### config.mk
export PLATFORM = sky130hd
export DESIGN_NAME = cm0ik_ahb_sram_ctrl
export DESIGN_NICKNAME = d
export VERILOG_FILES = /design/src/rtl/cm0ik_ahb_sram_ctrl.sv
export SDC_FILE = /design/constraint.sdc
export NUM_CORES = 1
export LEC_CHECK = 0
export BUFFER_PORTS_ARGS = -buffer_cell sky130_fd_sc_hd__buf_4
export CAP_MARGIN = 10
export CORE_MARGIN = 1.5
export CORE_UTILIZATION = 40
export CTS_BUF_LIST = sky130_fd_sc_hd__clkbuf_16
export DETAILED_ROUTE_END_ITERATION = 16
export PLACE_DENSITY = 0.7
export SYNTH_ARGS = -nofsm -noshare
export SYNTH_HDL_FRONTEND = slang
export SYNTH_SLANG_ARGS = --single-unit
### constraint.sdc
create_clock -name HCLK -period 2.79 [get_ports HCLK]
set_clock_uncertainty 0.15 [all_clocks]
set_input_delay 0.279 -clock HCLK [delete_from_list [all_inputs] [get_ports HCLK]]
set_output_delay 0.279 -clock HCLK [all_outputs]
set_load 0.01 [all_outputs]
### src/rtl/cm0ik_ahb_sram_ctrl.sv
// AHB-Lite slave front end for a single-port synchronous SRAM/ROM macro.
// Writes post through a one-entry buffer; reads merge any still-buffered bytes.
module cm0ik_ahb_sram_ctrl #(
  parameter int unsigned AWIDTH = 12,
  parameter int unsigned RD_WS  = 0,
  parameter bit          RO     = 1'b0
) (
  input  logic              HCLK,
  input  logic              HRESETn,
  input  logic              HSEL,
  input  logic [31:0]       HADDR,
  input  logic [1:0]        HTRANS,
  input  logic [2:0]        HSIZE,
  input  logic              HWRITE,
  input  logic [31:0]       HWDATA,
  input  logic              HREADY,
  output logic [31:0]       HRDATA,
  output logic              HREADYOUT,
  output logic              HRESP,
  input  logic [31:0]       RAMRD,
  output logic [AWIDTH-3:0] RAMAD,
  output logic [31:0]       RAMWD,
  output logic              RAMCS,
  output logic [3:0]        RAMWE,
  output logic              WBUF_PEND
);

  localparam int unsigned WAW   = AWIDTH - 2;
  localparam logic [1:0]  LP_WS = 2'(RD_WS);

  typedef enum logic [1:0] {StIdle, StRdWait, StErr1, StErr2} state_e;

  state_e         r_state, w_state_nxt;
  logic [1:0]     r_cnt, w_cnt_nxt;

  logic           w_acc, w_rd, w_wr, w_load, w_drain;
  logic [WAW-1:0] w_word;
  logic [3:0]     w_mask;
  logic [31:0]    w_wb_data_cur;

  logic           r_wb_valid, r_wb_dphase;
  logic [WAW-1:0] r_wb_addr;
  logic [3:0]     r_wb_mask;
  logic [31:0]    r_wb_data;

  logic           r_snap_hit;
  logic [3:0]     r_snap_mask;
  logic [31:0]    r_snap_data;

  logic           w_unused;
  assign w_unused = ^{HADDR[31:AWIDTH], HTRANS[0], HSIZE[2]};

  // New transfers are only taken while the data phase of the previous one is completing.
  assign w_acc  = HSEL & HREADY & HTRANS[1] & ((r_state == StIdle) | (r_state == StErr2));
  assign w_rd   = w_acc & ~HWRITE;
  assign w_wr   = w_acc & HWRITE;
  assign w_load = w_wr & ~RO;
  assign w_word = HADDR[AWIDTH-1:2];

  always_comb begin
    w_mask = 4'b1111;
    case (HSIZE[1:0])
      2'b00:   w_mask = 4'b0001 << HADDR[1:0];
      2'b01:   w_mask = HADDR[1] ? 4'b1100 : 4'b0011;
      default: w_mask = 4'b1111;
    endcase
  end

  always_comb begin
    w_state_nxt = r_state;
    w_cnt_nxt   = r_cnt;
    unique case (r_state)
      StIdle, StErr2: begin
        w_state_nxt = StIdle;
        if (w_rd && (RD_WS != 0)) begin
          w_state_nxt = StRdWait;
          w_cnt_nxt   = LP_WS;
        end else if (w_wr && RO) begin
          w_state_nxt = StErr1;
        end
      end
      StRdWait: begin
        w_cnt_nxt = r_cnt - 2'd1;
        if (r_cnt == 2'd1) w_state_nxt = StIdle;
      end
      StErr1:  w_state_nxt = StErr2;
      default: w_state_nxt = StIdle;
    endcase
  end

  always_ff @(posedge HCLK or negedge HRESETn) begin
    if (!HRESETn) begin
      r_state <= StIdle;
      r_cnt   <= 2'd0;
    end else begin
      r_state <= w_state_nxt;
      r_cnt   <= w_cnt_nxt;
    end
  end

  assign HREADYOUT = ~((r_state == StRdWait) | (r_state == StErr1));
  assign HRESP     = (r_state == StErr1) | (r_state == StErr2);

  // A read address phase owns the SRAM port; otherwise a valid buffer drains.
  assign w_drain       = r_wb_valid & ~w_rd;
  assign w_wb_data_cur = r_wb_dphase ? HWDATA : r_wb_data;

  assign RAMCS     = w_rd | w_drain;
  assign RAMWE     = w_drain ? r_wb_mask : 4'b0000;
  assign RAMAD     = w_rd ? w_word : r_wb_addr;
  assign RAMWD     = w_wb_data_cur;
  assign WBUF_PEND = r_wb_valid;

  always_ff @(posedge HCLK or negedge HRESETn) begin
    if (!HRESETn) begin
      r_wb_valid  <= 1'b0;
      r_wb_dphase <= 1'b0;
      r_wb_addr   <= '0;
      r_wb_mask   <= 4'b0000;
      r_wb_data   <= 32'd0;
    end else begin
      r_wb_dphase <= w_load;
      if (w_load) begin
        r_wb_valid <= 1'b1;
        r_wb_addr  <= w_word;
        r_wb_mask  <= w_mask;
      end else if (w_drain) begin
        r_wb_valid <= 1'b0;
      end
      if (r_wb_dphase) r_wb_data <= HWDATA;
    end
  end

  always_ff @(posedge HCLK or negedge HRESETn) begin
    if (!HRESETn) begin
      r_snap_hit  <= 1'b0;
      r_snap_mask <= 4'b0000;
      r_snap_data <= 32'd0;
    end else if (w_rd) begin
      r_snap_hit  <= r_wb_valid & (w_word == r_wb_addr);
      r_snap_mask <= r_wb_mask;
      r_snap_data <= w_wb_data_cur;
    end
  end

  always_comb begin
    HRDATA = RAMRD;
    for (int b = 0; b < 4; b++) begin
      if (r_snap_hit && r_snap_mask[b]) HRDATA[8*b +: 8] = r_snap_data[8*b +: 8];
    end
  end

endmodule

* Word level (Yosys, flattened, before mapping)
Cells that the tools add are included.
** Word-level totals
- Logic and storage cells :: 54
- Bits of input ports :: 106
- Memory bits (writable) :: 0
- Memories :: 0
- Output and inout port bits :: 82
- Bits in latches :: 0
- Memory bits (read-only) :: 0
- Register bits after elaboration :: 89
** Cells by class
- Multipliers :: 0
- Equality and inequality tests :: 7
- $lt $le $gt $ge :: 0
- Bitwise logic cells :: 14
- Shift-type cells :: 1
- Add/sub/neg operators :: 1
- Div/mod/pow operators :: 0
- Reduce and logical (&&, ||, !) cells :: 8
- Muxes and demuxes :: 13
** Operators by type and width (number)
- 2-to-1 mux 32 bit :: 1
- 2-to-1 mux 8 bit :: 4
- == test 10 bit :: 1
- 2-to-1 mux 10 bit :: 1
- 2-to-1 mux 4 bit :: 2
- one-hot mux 4 bit (2 select lines) :: 1
- AND 1 bit :: 7
- == test 2 x 1 -> 1 bit (second input constant) :: 3
- one-hot mux 2 bit (3 select lines) :: 1
- == test 2 bit (second input constant) :: 2
- logical AND 1 bit :: 4
- zero test 2 bit :: 2
- OR 1 bit :: 4
- << shifter 1 x 2 -> 4 bit (first input constant) :: 1
- NOT 1 bit :: 3
- 2-to-1 mux 1 bit :: 2
- 2-to-1 mux 2 bit :: 1
- inequality test 2 bit (second input constant) :: 1
- nonzero test 2 bit :: 1
- OR reduction 2 bit :: 1
- subtractor 2 x 1 -> 2 bit (second input constant) :: 1

* Longest topological paths before layout
- Depth in word-level cells :: 8
- Mapped depth :: 6
- Mapped depth without buffers :: 4

* Worst setup path after synthesis
No wires, ideal clock.
- Path type :: register to register
- Start :: register r_wb_dphase
- End :: register r_snap_data[11]
- Slack :: 1161 ps
- Path buffers :: 2
- Required time :: 2515 ps
- Data arrival time :: 1354 ps
- Period minus slack after synthesis :: 1629 ps
- Library setup time :: 125 ps
- Cell stages (with the launch flop) :: 5
- Cells stage by stage :: dfrtp_1 clkbuf_1 buf_2 mux2_2 mux2_4
** On the way
- Longest elaborated chain between the ends :: 1
** RTL lines
- start, declared :: line 41 : logic r_wb_valid, r_wb_dphase;
- start signal, assigned :: line 122 : r_wb_dphase <= w_load;
- 2-to-1 mux 32 bit
- net RAMWD[11] :: line 22 : output logic [31:0] RAMWD,
- end signal, assigned :: line 142 : r_snap_data <= w_wb_data_cur;
- end, declared :: line 48 : logic [31:0] r_snap_data;
The timed path passes the listed nets, and every way through them passes these cells.
A chain may end at the register's enable or synchronous reset.

* Final worst setup path
- Start :: register r_wb_dphase
- End :: output port RAMWD[31]
** On the way
- Longest elaborated chain between the ends :: 1
** RTL lines (line)
- 2-to-1 mux 32 bit
- end, declared :: 22
No other way between the ends.

==> impl_metrics.json <==
{
  "grt_start_max_net_pins": 46,
  "root_buffer": "clkbuf_16",
  "worstSkewPairLatency_ps": 330,
  "gr-total-overflow": 0,
  "clk_path_buf_depth": 2,
  "rsz0062_at_grt": "false",
  "final_cell_mix": "buf_4, dfrtp_1, mux2_2",
  "postRouteAntennaNets": 0,
  "htree_num_levels": 3,
  "min_path_type": "in -> reg",
  "final.min_clock_period_ps": 2260,
  "cts_hold_buf": 1,
  "fmax_mhz": 442,
  "drive_gt1_share_pct": 62.4,
  "syn-num-nets": 394,
  "start_kind": "flip-flop",
  "grt_use_total_pct": 17.4,
  "portBuffers": 163,
  "cts_setup_buffers": 0,
  "wirelength_um": 9030,
  "yosys_register_bits": 85,
  "drc": 0,
  "area_growth_pct": 39.8,
  "via_per_inst": 4.72,
  "grt-busiest-layer": "met2",
  "coreArea_mm2": 0.00977,
  "grt_antenna_before_repair": 0,
  "grt_pass1_wl_um": 14200,
  "total_power_w": 0.00384,
  "p_per_area_mw_per_mm2": 683,
  "r2r_cells": 2,
  "post_drt_wl_per_cell_um": 15.3,
  "io_pins": 188,
  "cts_buffers": 9,
  "first_pass_iters": 4,
  "ys_types": 24,
  "yosysWarnings": 0,
  "slew_headroom_pct": 46.2,
  "critPathKind": "reg -> out",
  "cts.reportedPaths.clkPinSlew_ps": 60,
  "hold_ws_ps": 18.4,
  "tightestPinTransition_ps": 807,
  "vdd_ir_drop_max_mv": 0.285,
  "globalRouteMet1Util_pct": 22.8,
  "holdPathStages": 3,
  "ys_seq_area_share_pct": 52.9,
  "final_common_cell": "buf_4",
  "status": "complete, no violations",
  "grtUsageMet3_pct": 4.37,
  "drv_slew": 0,
  "cap_violations": 0,
  "cts_resized": 0,
  "leakagePower_nw": 2.86,
  "fp.dieW_um": 103,
  "syn_inst": 288,
  "dr.first_iter.drc_count": 27,
  "required_ps": 2360,
  "cp_max_fo": 32,
  "place_congestion": 0.705,
  "chipHeight_um": 103,
  "std_cell_rows": 36,
  "met2_usage_pct": 29.2,
  "fin_nets": 558,
  "cp.arrival_ps": 1830,
  "fin_tns_setup_ps": 0,
  "grt_pass1_vias": 2861,
  "syn_avg_cell_area_um2": 14.0,
  "end_kind": "output pin",
  "setup_violations": 0,
  "antenna_cells": 0,
  "start_util_pct": 41.1,
  "cts.sinks": 85,
  "finalHoldViolations": 0,
  "syn_area_mm2": 0.00402,
  "dieArea_mm2": 0.0107,
  "cts_tree": "built",
  "dpl.hpwl_um": 6520,
  "vias": 2786,
  "post-route-period-util_pct": 81.1
}
[cell usage after synthesis (all sizes together)]
cell	instances	area share, %
and3	4	0.62
nor2	2	0.19
conb	2	0.19
a21oi	4	0.50
nand3	2	0.25
mux2	109	34
a211oi	1	0.19
nand4	3	0.47
nand2b	2	0.31
xnor2	10	2.2
clkbuf	3	0.28
inv	3	0.28
nor4	1	0.16
or2	2	0.31
dfrtp	85	53
nand2	38	3.6
a21o	1	0.19
buf	12	2.6
o21ai	4	0.50
[critical path: stages (launching register included)]
cell and delay [ps]:
dfrtp_2 890, mux2_2 450, buf_4 160
[per-stage QoR]
stage               util [%]  cells  worst slack, ps  instance area, um2
finish                  57.5    590              529                5620
global route            57.5    590              438                5620
CTS                     57.5    590              472                5620
detailed placement      54.6    573              718                5340
global placement        54.6    573              732                5340
floorplan                  -    288             1160                4020
[final cells by class]
type                       instances  area (um2)
clock buffer                       9         225
clock inverter                     7        43.8
fill                             786        4160
inverter                           3        11.3
multi-input combinational        185        1770
sequential                        85        2130
tap                              133         166
timing repair buffer             168        1280
[registers in the layout, indices dropped and copies added, names as in the netlist]
register,count
r_wb_mask,4
r_wb_dphase,1
WBUF_PEND,1
r_wb_data,32
r_wb_addr,10
r_snap_mask,4
r_snap_data,32
r_snap_hit,1
[where the power goes]
part           leakage, nW  internal (W)  switching [W]  total, W
logic                 1.70      0.000664       0.000380   0.00104
clock network        0.128      0.000596       0.000467   0.00106
registers             1.04       0.00156       0.000169   0.00173
total                 2.86       0.00282        0.00102   0.00384
[worst paths after layout]
path	end	slack (ps)	startpoint
min in group asynchronous	r_snap_data[10]	340	HRESETn
min reg2reg	r_snap_mask[0]	340	r_snap_mask[0]
max	RAMWD[31]	530	r_wb_dphase
max in group asynchronous	r_wb_dphase	1510	HRESETn
max reg2reg	r_snap_data[21]	900	r_wb_dphase
min	r_wb_addr[8]	20	HADDR[10]
[layer usage]
metal / wire length [um] / part of all wire [%]
met1: 4060 / 45
met5: 0 / 0
met3: 581 / 6.4
met2: 4330 / 48
met4: 60 / 0.66
[cell families after synthesis]
| kind of cell | after synthesis | share of synthesized area, % |
|---|---|---|
| AOI/OAI and AO/OA | 10 | 1.37 |
| xor gates and xnor gates | 10 | 2.18 |
| buffers and inverters | 18 | 3.18 |
| DFF | 85 | 52.9 |
| muxes | 109 | 34.3 |
| other | 2 | 0.187 |
| and+or+nand+nor | 54 | 5.86 |
No activity file was read; power rests on OpenSTA's default activity.
